File: src/rtl/multicycle_ctrl_pkg.sv
// Shared encodings for the multi-cycle MIPS-subset controller: opcodes, funct codes,
// ALU/mux select values, the sequencer state enum and the registered control word.
package multicycle_ctrl_pkg;

  localparam logic [5:0] OpRtype = 6'b000000;
  localparam logic [5:0] OpLw    = 6'b100011;
  localparam logic [5:0] OpSw    = 6'b101011;
  localparam logic [5:0] OpBeq   = 6'b000100;
  localparam logic [5:0] OpAddi  = 6'b001000;
  localparam logic [5:0] OpAndi  = 6'b001100;
  localparam logic [5:0] OpJ     = 6'b000010;

  localparam logic [5:0] FnAdd = 6'b100000;
  localparam logic [5:0] FnSub = 6'b100010;
  localparam logic [5:0] FnAnd = 6'b100100;
  localparam logic [5:0] FnOr  = 6'b100101;
  localparam logic [5:0] FnSlt = 6'b101010;

  typedef enum logic [2:0] {
    AluAdd = 3'b000,
    AluSub = 3'b001,
    AluAnd = 3'b010,
    AluOr  = 3'b011,
    AluSlt = 3'b100
  } aluop_e;

  localparam logic [1:0] SrcBRt    = 2'b00;
  localparam logic [1:0] SrcBFour  = 2'b01;
  localparam logic [1:0] SrcBImm   = 2'b10;
  localparam logic [1:0] SrcBImmSh = 2'b11;

  localparam logic [1:0] PcAlu    = 2'b00;
  localparam logic [1:0] PcAluOut = 2'b01;
  localparam logic [1:0] PcJump   = 2'b10;

  typedef enum logic [3:0] {
    StFetch, StDecode, StMemAdr, StMemRd, StMemWb, StMemWr,
    StRex, StRwb, StIex, StIwb, StBeq, StJmp, StHalt
  } state_e;

  typedef struct packed {
    logic       mem_req;
    logic       iord;
    logic       mem_write;
    logic       pc_write;
    logic [1:0] pc_source;
    logic       alu_src_a;
    logic [1:0] alu_src_b;
    aluop_e     aluop;
    logic       sgn_zero;
    logic       reg_dst;
    logic       mem_to_reg;
    logic       reg_write;
    logic       instr_done;
    logic       halted;
  } ctrl_t;

  localparam ctrl_t CtrlFetch = '{
    mem_req: 1'b1, iord: 1'b0, mem_write: 1'b0, pc_write: 1'b0, pc_source: PcAlu,
    alu_src_a: 1'b0, alu_src_b: SrcBFour, aluop: AluAdd, sgn_zero: 1'b0, reg_dst: 1'b0,
    mem_to_reg: 1'b0, reg_write: 1'b0, instr_done: 1'b0, halted: 1'b0
  };

  // State-only part of the control word; mem_ready/ALUZero gating is applied in the top.
  function automatic ctrl_t ctrl_decode(state_e st, logic [5:0] op, aluop_e rop);
    ctrl_t c;
    c = '0;
    unique case (st)
      StFetch:  c = CtrlFetch;
      StDecode: begin c.alu_src_b = SrcBImmSh; c.sgn_zero = 1'b1; end
      StMemAdr: begin c.alu_src_a = 1'b1; c.alu_src_b = SrcBImm; c.sgn_zero = 1'b1; end
      StMemRd:  begin c.mem_req = 1'b1; c.iord = 1'b1; end
      StMemWb:  begin c.reg_write = 1'b1; c.mem_to_reg = 1'b1; c.instr_done = 1'b1; end
      StMemWr:  begin c.mem_req = 1'b1; c.iord = 1'b1; c.mem_write = 1'b1; end
      StRex:    begin c.alu_src_a = 1'b1; c.alu_src_b = SrcBRt; c.aluop = rop; end
      StRwb:    begin c.reg_write = 1'b1; c.reg_dst = 1'b1; c.instr_done = 1'b1; end
      StIex: begin
        c.alu_src_a = 1'b1;
        c.alu_src_b = SrcBImm;
        c.aluop     = (op == OpAndi) ? AluAnd : AluAdd;
        c.sgn_zero  = (op != OpAndi);
      end
      StIwb:    begin c.reg_write = 1'b1; c.instr_done = 1'b1; end
      StBeq: begin
        c.alu_src_a  = 1'b1;
        c.alu_src_b  = SrcBRt;
        c.aluop      = AluSub;
        c.pc_source  = PcAluOut;
        c.instr_done = 1'b1;
      end
      StJmp:    begin c.pc_source = PcJump; c.pc_write = 1'b1; c.instr_done = 1'b1; end
      StHalt:   c.halted = 1'b1;
      default:  c = '0;
    endcase
    return c;
  endfunction

endpackage

File: src/rtl/multicycle_ctrl_if.sv
// Controller <-> datapath/memory bus. master = controller side, slave = datapath side.
interface multicycle_ctrl_if #(
  parameter int unsigned CNT_W = 16
) ();
  logic [5:0]       OPcode;
  logic [5:0]       funct;
  logic             ALUZero;
  logic             mem_ready;
  logic             mem_req;
  logic             IorD;
  logic             MemWrite;
  logic             IRWrite;
  logic             PCWrite;
  logic [1:0]       PCSource;
  logic             ALUSrcA;
  logic [1:0]       ALUSrcB;
  logic [2:0]       ALUOP;
  logic             SgnZero;
  logic             RegDst;
  logic             MemtoReg;
  logic             RegWrite;
  logic             instr_done;
  logic [CNT_W-1:0] instr_count;
  logic             halted;

  modport master (
    input  OPcode, funct, ALUZero, mem_ready,
    output mem_req, IorD, MemWrite, IRWrite, PCWrite, PCSource, ALUSrcA, ALUSrcB, ALUOP,
           SgnZero, RegDst, MemtoReg, RegWrite, instr_done, instr_count, halted
  );

  modport slave (
    output OPcode, funct, ALUZero, mem_ready,
    input  mem_req, IorD, MemWrite, IRWrite, PCWrite, PCSource, ALUSrcA, ALUSrcB, ALUOP,
           SgnZero, RegDst, MemtoReg, RegWrite, instr_done, instr_count, halted
  );
endinterface

File: src/rtl/multicycle_ctrl_alu_decoder.sv
// R-type funct field to ALU operation; flags unsupported funct codes as illegal.
module multicycle_ctrl_alu_decoder
  import multicycle_ctrl_pkg::*;
(
  input  logic [5:0] funct,
  output aluop_e     aluop,
  output logic       legal
);
  always_comb begin
    aluop = AluAdd;
    legal = 1'b1;
    case (funct)
      FnAdd:   aluop = AluAdd;
      FnSub:   aluop = AluSub;
      FnAnd:   aluop = AluAnd;
      FnOr:    aluop = AluOr;
      FnSlt:   aluop = AluSlt;
      default: legal = 1'b0;
    endcase
  end
endmodule

File: src/rtl/multicycle_ctrl.sv
// Multi-cycle MIPS-subset sequencer: registered Moore control word plus the few
// handshake-gated strobes (fetch load, branch taken, store completion).
module multicycle_ctrl
  import multicycle_ctrl_pkg::*;
#(
  parameter int unsigned CNT_W = 16
) (
  input logic              clk,
  input logic              reset,
  multicycle_ctrl_if.master bus
);
  state_e           state_q, state_d;
  ctrl_t            ctrl_q, ctrl;
  logic [CNT_W-1:0] count_q;
  aluop_e           r_aluop;
  logic             r_legal;
  logic             retire;

  multicycle_ctrl_alu_decoder u_alu_decoder (
    .funct (bus.funct),
    .aluop (r_aluop),
    .legal (r_legal)
  );

  always_comb begin
    state_d = state_q;
    unique case (state_q)
      StFetch:  if (bus.mem_ready) state_d = StDecode;
      StDecode: begin
        case (bus.OPcode)
          OpLw, OpSw:     state_d = StMemAdr;
          OpRtype:        state_d = r_legal ? StRex : StHalt;
          OpAddi, OpAndi: state_d = StIex;
          OpBeq:          state_d = StBeq;
          OpJ:            state_d = StJmp;
          default:        state_d = StHalt;
        endcase
      end
      StMemAdr: state_d = (bus.OPcode == OpSw) ? StMemWr : StMemRd;
      StMemRd:  if (bus.mem_ready) state_d = StMemWb;
      StMemWr:  if (bus.mem_ready) state_d = StFetch;
      StRex:    state_d = StRwb;
      StIex:    state_d = StIwb;
      StMemWb, StRwb, StIwb, StBeq, StJmp: state_d = StFetch;
      StHalt:   state_d = StHalt;
      default:  state_d = StHalt;
    endcase
  end

  // Control word is registered from the next state, so it always matches state_q.
  always_ff @(posedge clk or negedge reset) begin
    if (!reset) begin
      state_q <= StFetch;
      ctrl_q  <= CtrlFetch;
      count_q <= '0;
    end else begin
      state_q <= state_d;
      ctrl_q  <= ctrl_decode(state_d, bus.OPcode, r_aluop);
      if (retire) count_q <= count_q + CNT_W'(1);
    end
  end

  // Everything is forced quiet while reset is held, including the FETCH selects.
  assign ctrl   = reset ? ctrl_q : '0;
  assign retire = ctrl.instr_done | (reset & (state_q == StMemWr) & bus.mem_ready);

  assign bus.mem_req     = ctrl.mem_req;
  assign bus.IorD        = ctrl.iord;
  assign bus.MemWrite    = ctrl.mem_write;
  assign bus.IRWrite     = reset & (state_q == StFetch) & bus.mem_ready;
  assign bus.PCWrite     = ctrl.pc_write |
                           (reset & (state_q == StFetch) & bus.mem_ready) |
                           (reset & (state_q == StBeq) & bus.ALUZero);
  assign bus.PCSource    = ctrl.pc_source;
  assign bus.ALUSrcA     = ctrl.alu_src_a;
  assign bus.ALUSrcB     = ctrl.alu_src_b;
  assign bus.ALUOP       = ctrl.aluop;
  assign bus.SgnZero     = ctrl.sgn_zero;
  assign bus.RegDst      = ctrl.reg_dst;
  assign bus.MemtoReg    = ctrl.mem_to_reg;
  assign bus.RegWrite    = ctrl.reg_write;
  assign bus.instr_done  = retire;
  assign bus.instr_count = count_q;
  assign bus.halted      = ctrl.halted;

endmodule

File: src/flat_wrapper.sv
// flat-port wrapper written by rule: the top's interface ports become plain ports
module multicycle_ctrl_flat import multicycle_ctrl_pkg::*;
#(
  parameter int unsigned CNT_W = 16
)
  (clk, reset, bus_OPcode, bus_funct, bus_ALUZero, bus_mem_ready, bus_mem_req, bus_IorD, bus_MemWrite, bus_IRWrite, bus_PCWrite, bus_PCSource, bus_ALUSrcA, bus_ALUSrcB, bus_ALUOP, bus_SgnZero, bus_RegDst, bus_MemtoReg, bus_RegWrite, bus_instr_done, bus_instr_count, bus_halted);
  multicycle_ctrl_if #(.CNT_W(CNT_W)) bus_i ();
  input logic clk;
  input logic reset;
  input wire logic [$bits(bus_i.OPcode)-1:0] bus_OPcode;
  input wire logic [$bits(bus_i.funct)-1:0] bus_funct;
  input wire logic [$bits(bus_i.ALUZero)-1:0] bus_ALUZero;
  input wire logic [$bits(bus_i.mem_ready)-1:0] bus_mem_ready;
  output wire logic [$bits(bus_i.mem_req)-1:0] bus_mem_req;
  output wire logic [$bits(bus_i.IorD)-1:0] bus_IorD;
  output wire logic [$bits(bus_i.MemWrite)-1:0] bus_MemWrite;
  output wire logic [$bits(bus_i.IRWrite)-1:0] bus_IRWrite;
  output wire logic [$bits(bus_i.PCWrite)-1:0] bus_PCWrite;
  output wire logic [$bits(bus_i.PCSource)-1:0] bus_PCSource;
  output wire logic [$bits(bus_i.ALUSrcA)-1:0] bus_ALUSrcA;
  output wire logic [$bits(bus_i.ALUSrcB)-1:0] bus_ALUSrcB;
  output wire logic [$bits(bus_i.ALUOP)-1:0] bus_ALUOP;
  output wire logic [$bits(bus_i.SgnZero)-1:0] bus_SgnZero;
  output wire logic [$bits(bus_i.RegDst)-1:0] bus_RegDst;
  output wire logic [$bits(bus_i.MemtoReg)-1:0] bus_MemtoReg;
  output wire logic [$bits(bus_i.RegWrite)-1:0] bus_RegWrite;
  output wire logic [$bits(bus_i.instr_done)-1:0] bus_instr_done;
  output wire logic [$bits(bus_i.instr_count)-1:0] bus_instr_count;
  output wire logic [$bits(bus_i.halted)-1:0] bus_halted;
  assign bus_i.OPcode = bus_OPcode;
  assign bus_i.funct = bus_funct;
  assign bus_i.ALUZero = bus_ALUZero;
  assign bus_i.mem_ready = bus_mem_ready;
  assign bus_mem_req = bus_i.mem_req;
  assign bus_IorD = bus_i.IorD;
  assign bus_MemWrite = bus_i.MemWrite;
  assign bus_IRWrite = bus_i.IRWrite;
  assign bus_PCWrite = bus_i.PCWrite;
  assign bus_PCSource = bus_i.PCSource;
  assign bus_ALUSrcA = bus_i.ALUSrcA;
  assign bus_ALUSrcB = bus_i.ALUSrcB;
  assign bus_ALUOP = bus_i.ALUOP;
  assign bus_SgnZero = bus_i.SgnZero;
  assign bus_RegDst = bus_i.RegDst;
  assign bus_MemtoReg = bus_i.MemtoReg;
  assign bus_RegWrite = bus_i.RegWrite;
  assign bus_instr_done = bus_i.instr_done;
  assign bus_instr_count = bus_i.instr_count;
  assign bus_halted = bus_i.halted;
  multicycle_ctrl #(.CNT_W(CNT_W)) u_core (.clk(clk), .reset(reset), .bus(bus_i));
endmodule
File: config.mk
export PLATFORM = sky130hd
export DESIGN_NAME = multicycle_ctrl_flat
export DESIGN_NICKNAME = d
export VERILOG_FILES = /design/src/rtl/multicycle_ctrl_pkg.sv /design/src/rtl/multicycle_ctrl_if.sv /design/src/rtl/multicycle_ctrl_alu_decoder.sv /design/src/rtl/multicycle_ctrl.sv /design/src/flat_wrapper.sv
export SDC_FILE = /design/constraint.sdc
export NUM_CORES = 1
export LEC_CHECK = 0
export CAP_MARGIN = 20
export CORE_UTILIZATION = 49
export CTS_CLUSTER_DIAMETER = 120
export DETAILED_ROUTE_END_ITERATION = 12
export MAX_ROUTING_LAYER = met4
export PLACE_DENSITY = 0.87
export SETUP_SLACK_MARGIN = 0.1
export SYNTH_ARGS = -nofsm -noshare
export SYNTH_HDL_FRONTEND = slang
export SYNTH_SLANG_ARGS = --single-unit
File: constraint.sdc
create_clock -name clk -period 2.2 [get_ports clk]
set_input_delay 0.22 -clock clk [delete_from_list [all_inputs] [get_ports clk]]
set_output_delay 0.22 -clock clk [all_outputs]
set_load 0.05 [all_outputs]
**After elaboration in Yosys (flattened, before gate mapping)**

Index checks and enable logic that the tools add are counted.

- Divide/modulo/power cells: 0
- Bitwise gates (word level): 9
- Magnitude comparators: 0
- Multiply operators: 0
- Reduce and logical (&&, ||, !) cells: 13
- $add $sub $neg: 1
- Mux-type cells: 24
- Equality and inequality tests: 35
- Shifts and indexed selects: 0

Operators with widths:

| cell | number |
|---|---|
| == test 6 bit, second input constant | 7 |
| == test 4 bit, second input constant | 9 |
| == test 4 x 3 -> 1 bit, second input constant | 8 |
| case mux 4 bit (8 select lines) | 1 |
| case mux 4 bit (5 select lines) | 1 |
| 2-to-1 mux 18 bit | 1 |
| adder 16 x 1 -> 16 bit, second input constant | 1 |
| == test 4 x 2 -> 1 bit, second input constant | 4 |
| 2-to-1 mux 4 bit | 4 |
| OR reduction 5 bit | 3 |
| == test 6 x 4 -> 1 bit, second input constant | 2 |
| case mux 3 bit (4 select lines) | 1 |
| OR reduction 2 bit | 5 |
| 2-to-1 mux 1 bit | 9 |
| case mux 3 bit (3 select lines) | 1 |
| == test 4 x 1 -> 1 bit, second input constant | 2 |
| logical NOT 4 bit | 2 |
| case mux 2 bit (2 select lines) | 2 |
| bitwise AND 1 bit | 6 |
| == test 6 x 2 -> 1 bit, second input constant | 1 |
| == test 6 x 3 -> 1 bit, second input constant | 1 |
| logical NOT 6 bit | 1 |
| inequality test 6 x 4 -> 1 bit, second input constant | 1 |
| case mux 2 bit (3 select lines) | 1 |
| other kinds (6) | 8 |

- Bits of input ports: 16
- Word-level logic and storage cells: 98
- Latch bits: 0
- Memories: 0
- Bits in writable memories: 0
- Bits in registers: 38
- Memory bits (read-only): 0

**Depth between registers and ports, before layout**

Gate-level depths: netlist of the first run.

- Depth after elaboration: 9
- Depth in mapped cells: 8
- Mapped depth without buffers: 7

**By module**

From an unflattened synthesis of the first run, not the netlist that was laid out.

- Cells, all modules: 211
- Area total of the unflattened synthesis: 2040.7 um^2

Modules (own cells, without submodules):

| module | seq. area each (um^2) | cells an instance | area an instance (um^2) | times used |
|---|---|---|---|---|
| multicycle_ctrl | 953.4 | 201 | 1956.9 | 1 |
| multicycle_ctrl_alu_decoder | 0.0 | 10 | 83.8 | 1 |

**Least setup slack after synthesis of the first run**

OpenSTA, ideal clock, no wires.

- Path type: input port to output port
- Start: input port bus_OPcode[2]
- End: output port bus_PCWrite
- Stages: 7
- Slack: -77 ps
- Arrival time: 2057 ps
- Path through: buf_4 -> or4b_4 -> o31ai_4 -> o21a_4 -> inv_4 -> nor4_4 -> o31a_1

RTL lines:

| what | RTL line | source |
|---|---|---|
| start, declared | flat_wrapper.sv:10 | `input wire logic [$bits(bus_i.OPcode)-1:0] bus_OPcode;` |
| end, declared | flat_wrapper.sv:18 | `output wire logic [$bits(bus_i.PCWrite)-1:0] bus_PCWrite;` |

**Final worst setup path of the first run**

- Start: register u_core.state_q[2]
- End: output port bus_PCWrite

- Longest elaborated chain between the ends: 5

RTL lines:

| what | RTL line | source |
|---|---|---|
| start, declared | multicycle_ctrl.sv:12 | `state_e state_q, state_d;` |
| start signal, assigned | multicycle_ctrl.sv:53 | `state_q <= StFetch;` |
| start signal, assigned | multicycle_ctrl.sv:57 | `state_q <= state_d;` |
| logical NOT 4 bit | multicycle_ctrl.sv:72 | `(reset & (state_q == StFetch) & bus.mem_ready) \|` |
| bitwise AND 1 bit (2 in series) | multicycle_ctrl.sv:72 |  |
| bitwise OR 1 bit | multicycle_ctrl.sv:71 | `assign bus.PCWrite = ctrl.pc_write \|` |
| bitwise OR 1 bit * | multicycle_ctrl.sv:72 |  |

Mark *: on every way between the ends. The rest lies on a longest branch, timed or not.

==> results.cfg, run 1 <==
[global_route]
grt_overflow_total = 0
grt_pass1_vias = 1875
grt_max_degree = 37
grt_pass1_wl_mm = 8.74
antenna_found_initial = 0
grt.total_usage_pct = 27.7

[pwr]
power_density_mw_per_mm2 = 1050
vdd_drop_max_mv = 0.501
leakagePower_nw = 1.43
power.total_w = 0.00332

[finish]
diodes = 0
area_growth_pct = 53.2
layout.area.seq_um2 = 953
fillers = 250
drive_gt1_share_pct = 31.3
multi_input_area_mm2 = 0.00108
final_util_pct = 78.8
layout.nets = 304
fin_cells = 338

[synthesis]
synth_cell_types = 55
syn_nets = 219
ys_ff_latch = 38
netlist_instances = 202
ys_seq_area_share_pct = 46.0
synthArstFlopShare_pct = 100
synth-edff-count = 0
synth_flop_cell = dfrtp_1
syn_area_mm2 = 0.00207
ys_warn_count = 0
syn_area_per_cell_um2 = 10.3

[sta]
maxSlewViolCount = 0
worst_pin_slew_ns = 0.501
setup_viol = 2
hold_viol = 0
timing.final.ws_setup_ns = -0.246
fin_crit_sh_pct = 111
tns_ns = -0.363
grt_setup_unrepaired = true
fin_worst_skew_ns = 0.00842
fin_crit_ns = 2.45
fmax_mhz = 409
maxSlewHeadroom_pct = 66.5

[floorplan]
core_area_mm2 = 0.00403
dieArea_mm2 = 0.00449
initial_core_util_pct = 51.4
ios = 51
rows = 23
chipHeight_um = 67.0
die_x_um = 67.0

[drt]
vias = 1895
drt-total-wl_mm = 5.26
dr.first_iter.drc_count = 95
ant_nets = 0
vias_per_cell = 5.61
first_pass_iters = 4
drc = 0
wire_per_inst_um = 15.6

[critical_path]
cp_top_family = simple AND/OR/NAND/NOR gates
critical_path.max_stage_delay_ns = 0.40
path_buf_inv = 2
critPathArrivalTime_ns = 2.23
r2r_start = u_core.state_q[2]
startpoint_type = flip-flop
cp_slowest_cell = dfrtp_1
r2r_slack_ns = 0.19
rr_endpoint = u_core.ctrl_q[10]
crit_type = flip-flop to primary output
crit_chain = nor2_2, nand3b_1, or3_1, o21a_4, inv_4, nor4_4, o31a_4, buf_12
cp_max_fo = 4
worst_setup_path_end_kind = primary output
worstPathRequired_ns = 1.98
reg2regPathDepth = 8

[job]
drv_cap = 0

[cts]
path_clk_slew_ns = 0.08
cts-buffers-inserted = 5
cts.path.max_buffers = 2
clock_sinks = 38
root_buffer = clkbuf_8
clk_latency_ns = 0.30
htree_levels = 2
cts_tree = built

[run_status]
outcome = finished, violations left
violations = setup timing

[placement]
dp.cells = 328
port_buffers = 50
dp_hpwl_mm = 3.95
place_ws_ns = -0.390
place.gp.congestion = 0.885

[hold_path]
holdCritPathClass = primary input to async pin
cell families (layout without fill, tap and decap cells):
logic type / count (synthesis) / count (layout) / share of synthesized area [%]
buf+inv: 13 / 99 / 3.50
compound gates: 30 / 30 / 12.1
simple gates: 100 / 100 / 28.9
mux: 4 / 4 / 1.99
flops: 38 / 38 / 46.0
xor+xnor: 16 / 16 / 6.77
fa+ha+maj: 1 / 1 / 0.604
registers in the layout, indices dropped and copies added (netlist names):
signal and cells:
u_core.state_q 4, u_core.bus.instr_count 16, u_core.ctrl_q 18
report_power, final:
group / internal, W / switching [W] / total, W
Combinational: 0.000793 / 0.00104 / 0.00183
Sequential: 0.000865 / 0.000116 / 0.000981
Clock: 0.000252 / 0.000256 / 0.000508
Yosys cell counts (all sizes together), types with 4 or more instances:
library cell  count  area share, %
xnor2            11            4.7
nor3b             5            1.8
nand4             6            1.8
o21ai             6            1.5
inv               5            1.0
nor2b             4            1.2
buf               5            1.4
dfrtp            36             44
nor2             17            3.2
and2             22            6.6
nand2            14            2.5
a21oi             7            1.7
and3              4            1.2
nand3             8            2.2
xor2              5            2.1
layout make-up:
cell class              instances  area share, %
clock buffers                   6           2.60
clock inverters                 2          0.394
inverters                       5          0.670
multi-input cells             151           34.1
flip-flops and latches         38           30.0
well taps                      50           1.97
repair buffers                 86           30.2
through the flow:
stage / instance area [µm²] / hold slack (ns)
6_report: 3170 / 0.300
5_1_grt: 3170 / 0.335
4_1_cts: 3160 / 0.304
3_5_place_dp: 3040 / 0.0715
3_3_place_gp: 3040 / 0.0693
2_1_floorplan: 2080 / -0.0756
layout by cell type, fill, tap and decap left out, types with 4 or more instances in the layout:
cell	synthesis	layout
nand3_1	7	7
dfrtp_1	36	36
nand4_1	6	6
buf_4	2	34
clkdlybuf4s50_1	0	23
clkbuf_8	1	6
nor3b_1	5	4
and2_1	22	21
o21ai_0	4	4
nor2b_1	4	4
buf_12	0	19
xor2_1	5	5
nor2_1	16	15
dlygate4sd2_1	0	5
nand2_1	14	13
xnor2_1	11	11
and3_1	4	4
a21oi_1	7	7
worst max-delay path by stage:
| stage | startpoint | to | slack [ns] | cells after the start |
|---|---|---|---|---|
| floorplan | u_core.state_q[2] | bus_PCWrite | 0.08 | 8 |
| global placement | bus_OPcode[5] | bus_IRWrite | -0.34 | 9 |
| detailed placement | bus_OPcode[0] | bus_IRWrite | -0.39 | 9 |
| CTS | u_core.state_q[2] | bus_PCWrite | -0.21 | 8 |
| global route | u_core.state_q[2] | bus_PCWrite | -0.30 | 8 |
| finish | u_core.state_q[2] | bus_PCWrite | -0.25 | 8 |
per-layer routing:
metal	vias up	part of all wire, %	GRT usage (%)
met4	0	2.8	12.5
met1	922	38	30.1
li1	884	-	-
met2	77	54	48.4
met5	-	0	-
met3	12	5.6	5.31
what timing repair did:
action | in CTS | in global routing
hold buffers | 1 | 0
setup endpoints to repair | 4 | 17
resized for setup | 8 | 7
setup buffers | 2 | 0
endpoints found under the hold margin | 4 | 0
pin swaps | 4 | 5
(Power assumes the default switching activity.)
==> run 2: changes to the inputs <==
CORE_MARGIN = 4   (was not set)
==> results.cfg, run 2 (synthesized netlist as in run 1, its figures left out) <==
[run_status]
outcome = finished, violations left
violations = setup timing

[pwr]
power.total_w = 0.00337
leakagePower_nw = 1.45
power_density_mw_per_mm2 = 1050
vdd_drop_max_mv = 0.681

[hold_path]
holdCritPathClass = primary input to async pin

[floorplan]
chipHeight_um = 73.0
dieArea_mm2 = 0.00533
ios = 51
core_area_mm2 = 0.00406
rows = 23
initial_core_util_pct = 51.0
die_x_um = 73.0

[global_route]
grt.total_usage_pct = 20.3
grt_pass1_wl_mm = 8.23
grt_pass1_vias = 1840
grt_max_degree = 44
grt_overflow_total = 0
antenna_found_initial = 0

[cts]
clock_sinks = 38
cts.path.max_buffers = 2
cts_tree = built
cts-buffers-inserted = 5
htree_levels = 2
clk_latency_ns = 0.28
path_clk_slew_ns = 0.07
root_buffer = clkbuf_8

[drt]
ant_nets = 0
dr.first_iter.drc_count = 74
drt-total-wl_mm = 5.00
wire_per_inst_um = 14.7
vias_per_cell = 5.39
first_pass_iters = 4
vias = 1834
drc = 0

[finish]
diodes = 0
area_growth_pct = 55.1
largest_reg_flops = 18
final_cell_mix = 36 x buf_4, 36 x dfrtp_1, 24 x clkdlybuf4s50_1
layout.area.seq_um2 = 953
layout.nets = 307
regMostFlops = u_core.ctrl_q
final_area_mm2 = 0.00321
multi_input_area_mm2 = 0.00108
drive_gt1_share_pct = 32.8
fillers = 263

[critical_path]
crit_type = flip-flop to primary output
path_buf_inv = 2
cp_slowest_cell = dfrtp_1
worst_setup_path_end_kind = primary output
cp_top_family = simple AND/OR/NAND/NOR gates
cp_max_fo = 4
critPathArrivalTime_ns = 2.17
crit_chain = nor2_2, nand3b_1, or3_4, o21a_4, inv_4, nor4_4, o31a_4, buf_12
critical_path.max_stage_delay_ns = 0.40
startpoint_type = flip-flop
worstPathRequired_ns = 1.98

[sta]
fmax_mhz = 419
timing.final.ws_setup_ns = -0.189
maxSlewViolCount = 0
maxSlewHeadroom_pct = 66.5
hold_viol = 0
worst_pin_slew_ns = 0.501
fin_crit_ns = 2.39
setup_viol = 2
fin_worst_skew_ns = 0.00381
fin_crit_sh_pct = 109
grt_setup_unrepaired = true

[placement]
dp_hpwl_mm = 3.72
dpl_cell_area_mm2 = 0.00306
port_buffers = 50
place.gp.congestion = 0.909

[job]
drv_cap = 0
-- run 2: worst reg2reg max path: cells and delay by family, from the launching register on --
kind                   cells  cell delay, ns
and+or+nand+nor            3            0.40
buffers and inverters      3            0.52
AOI/OAI and AO/OA          3            0.59
DFF                        1            0.40
-- run 2: stage by stage --
| stage | setup WS, ns | cells | hold slack [ns] | setup TNS, ns | util [%] |
|---|---|---|---|---|---|
| floorplan | 0.0777 | 202 | -0.0756 | 0 | - |
| global placement | -0.323 | 329 | 0.128 | -1.50 | 75.3 |
| detailed placement | -0.366 | 329 | 0.135 | -1.73 | 75.3 |
| CTS | -0.180 | 339 | 0.361 | -0.284 | 78.5 |
| global route | -0.261 | 340 | 0.400 | -0.499 | 79.2 |
| finish | -0.189 | 340 | 0.371 | -0.288 | 79.2 |
-- run 2: cell type report --
| class | instances | area share, % |
|---|---|---|
| clock inverter | 1 | 0.935 |
| multi-input combinational | 151 | 33.7 |
| inverter | 5 | 0.662 |
| sequential | 38 | 29.7 |
| clock buffer | 6 | 2.57 |
| tap | 50 | 1.95 |
| timing repair buffer | 89 | 30.5 |
-- run 2: what timing repair did --
action | CTS | global route
endpoints found under the setup margin | 2 | 4
resized for setup | 20 | 4
hold buffers | 1 | 0
setup buffers | 2 | 1
pin swaps | 8 | 3
endpoints found under the hold margin | 10 | 0
-- run 2: report_power, final --
| group | switching (W) | internal (W) |
|---|---|---|
| clock network | 0.000230 | 0.000363 |
| logic | 0.000991 | 0.000812 |
| registers | 0.000105 | 0.000865 |
| total | 0.00133 | 0.00204 |
-- run 2: path summary, 6_finish.rpt --
kind	start	endpoint	slack, ns	cells past startpoint
hold / removal	reset	u_core.bus.instr_count[4]	0.37	2
max in group asynchronous	reset	u_core.ctrl_q[17]	1.26	3
setup reg to reg	u_core.state_q[2]	u_core.ctrl_q[6]	0.22	9
setup / recovery	u_core.state_q[2]	bus_PCWrite	-0.19	8
hold reg to reg	u_core.bus.instr_count[15]	u_core.bus.instr_count[15]	0.48	1
min in group clk	u_core.bus.instr_count[15]	u_core.bus.instr_count[15]	0.48	1
-- run 2: per-layer routing --
layer | wire (µm) | GRT usage (%) | vias up
met2 | 2670 | 36.4 | 64
met4 | 74 | 6.56 | 0
met5 | 0 | - | -
met1 | 1940 | 22.4 | 872
li1 | - | - | 889
met3 | 313 | 3.99 | 9
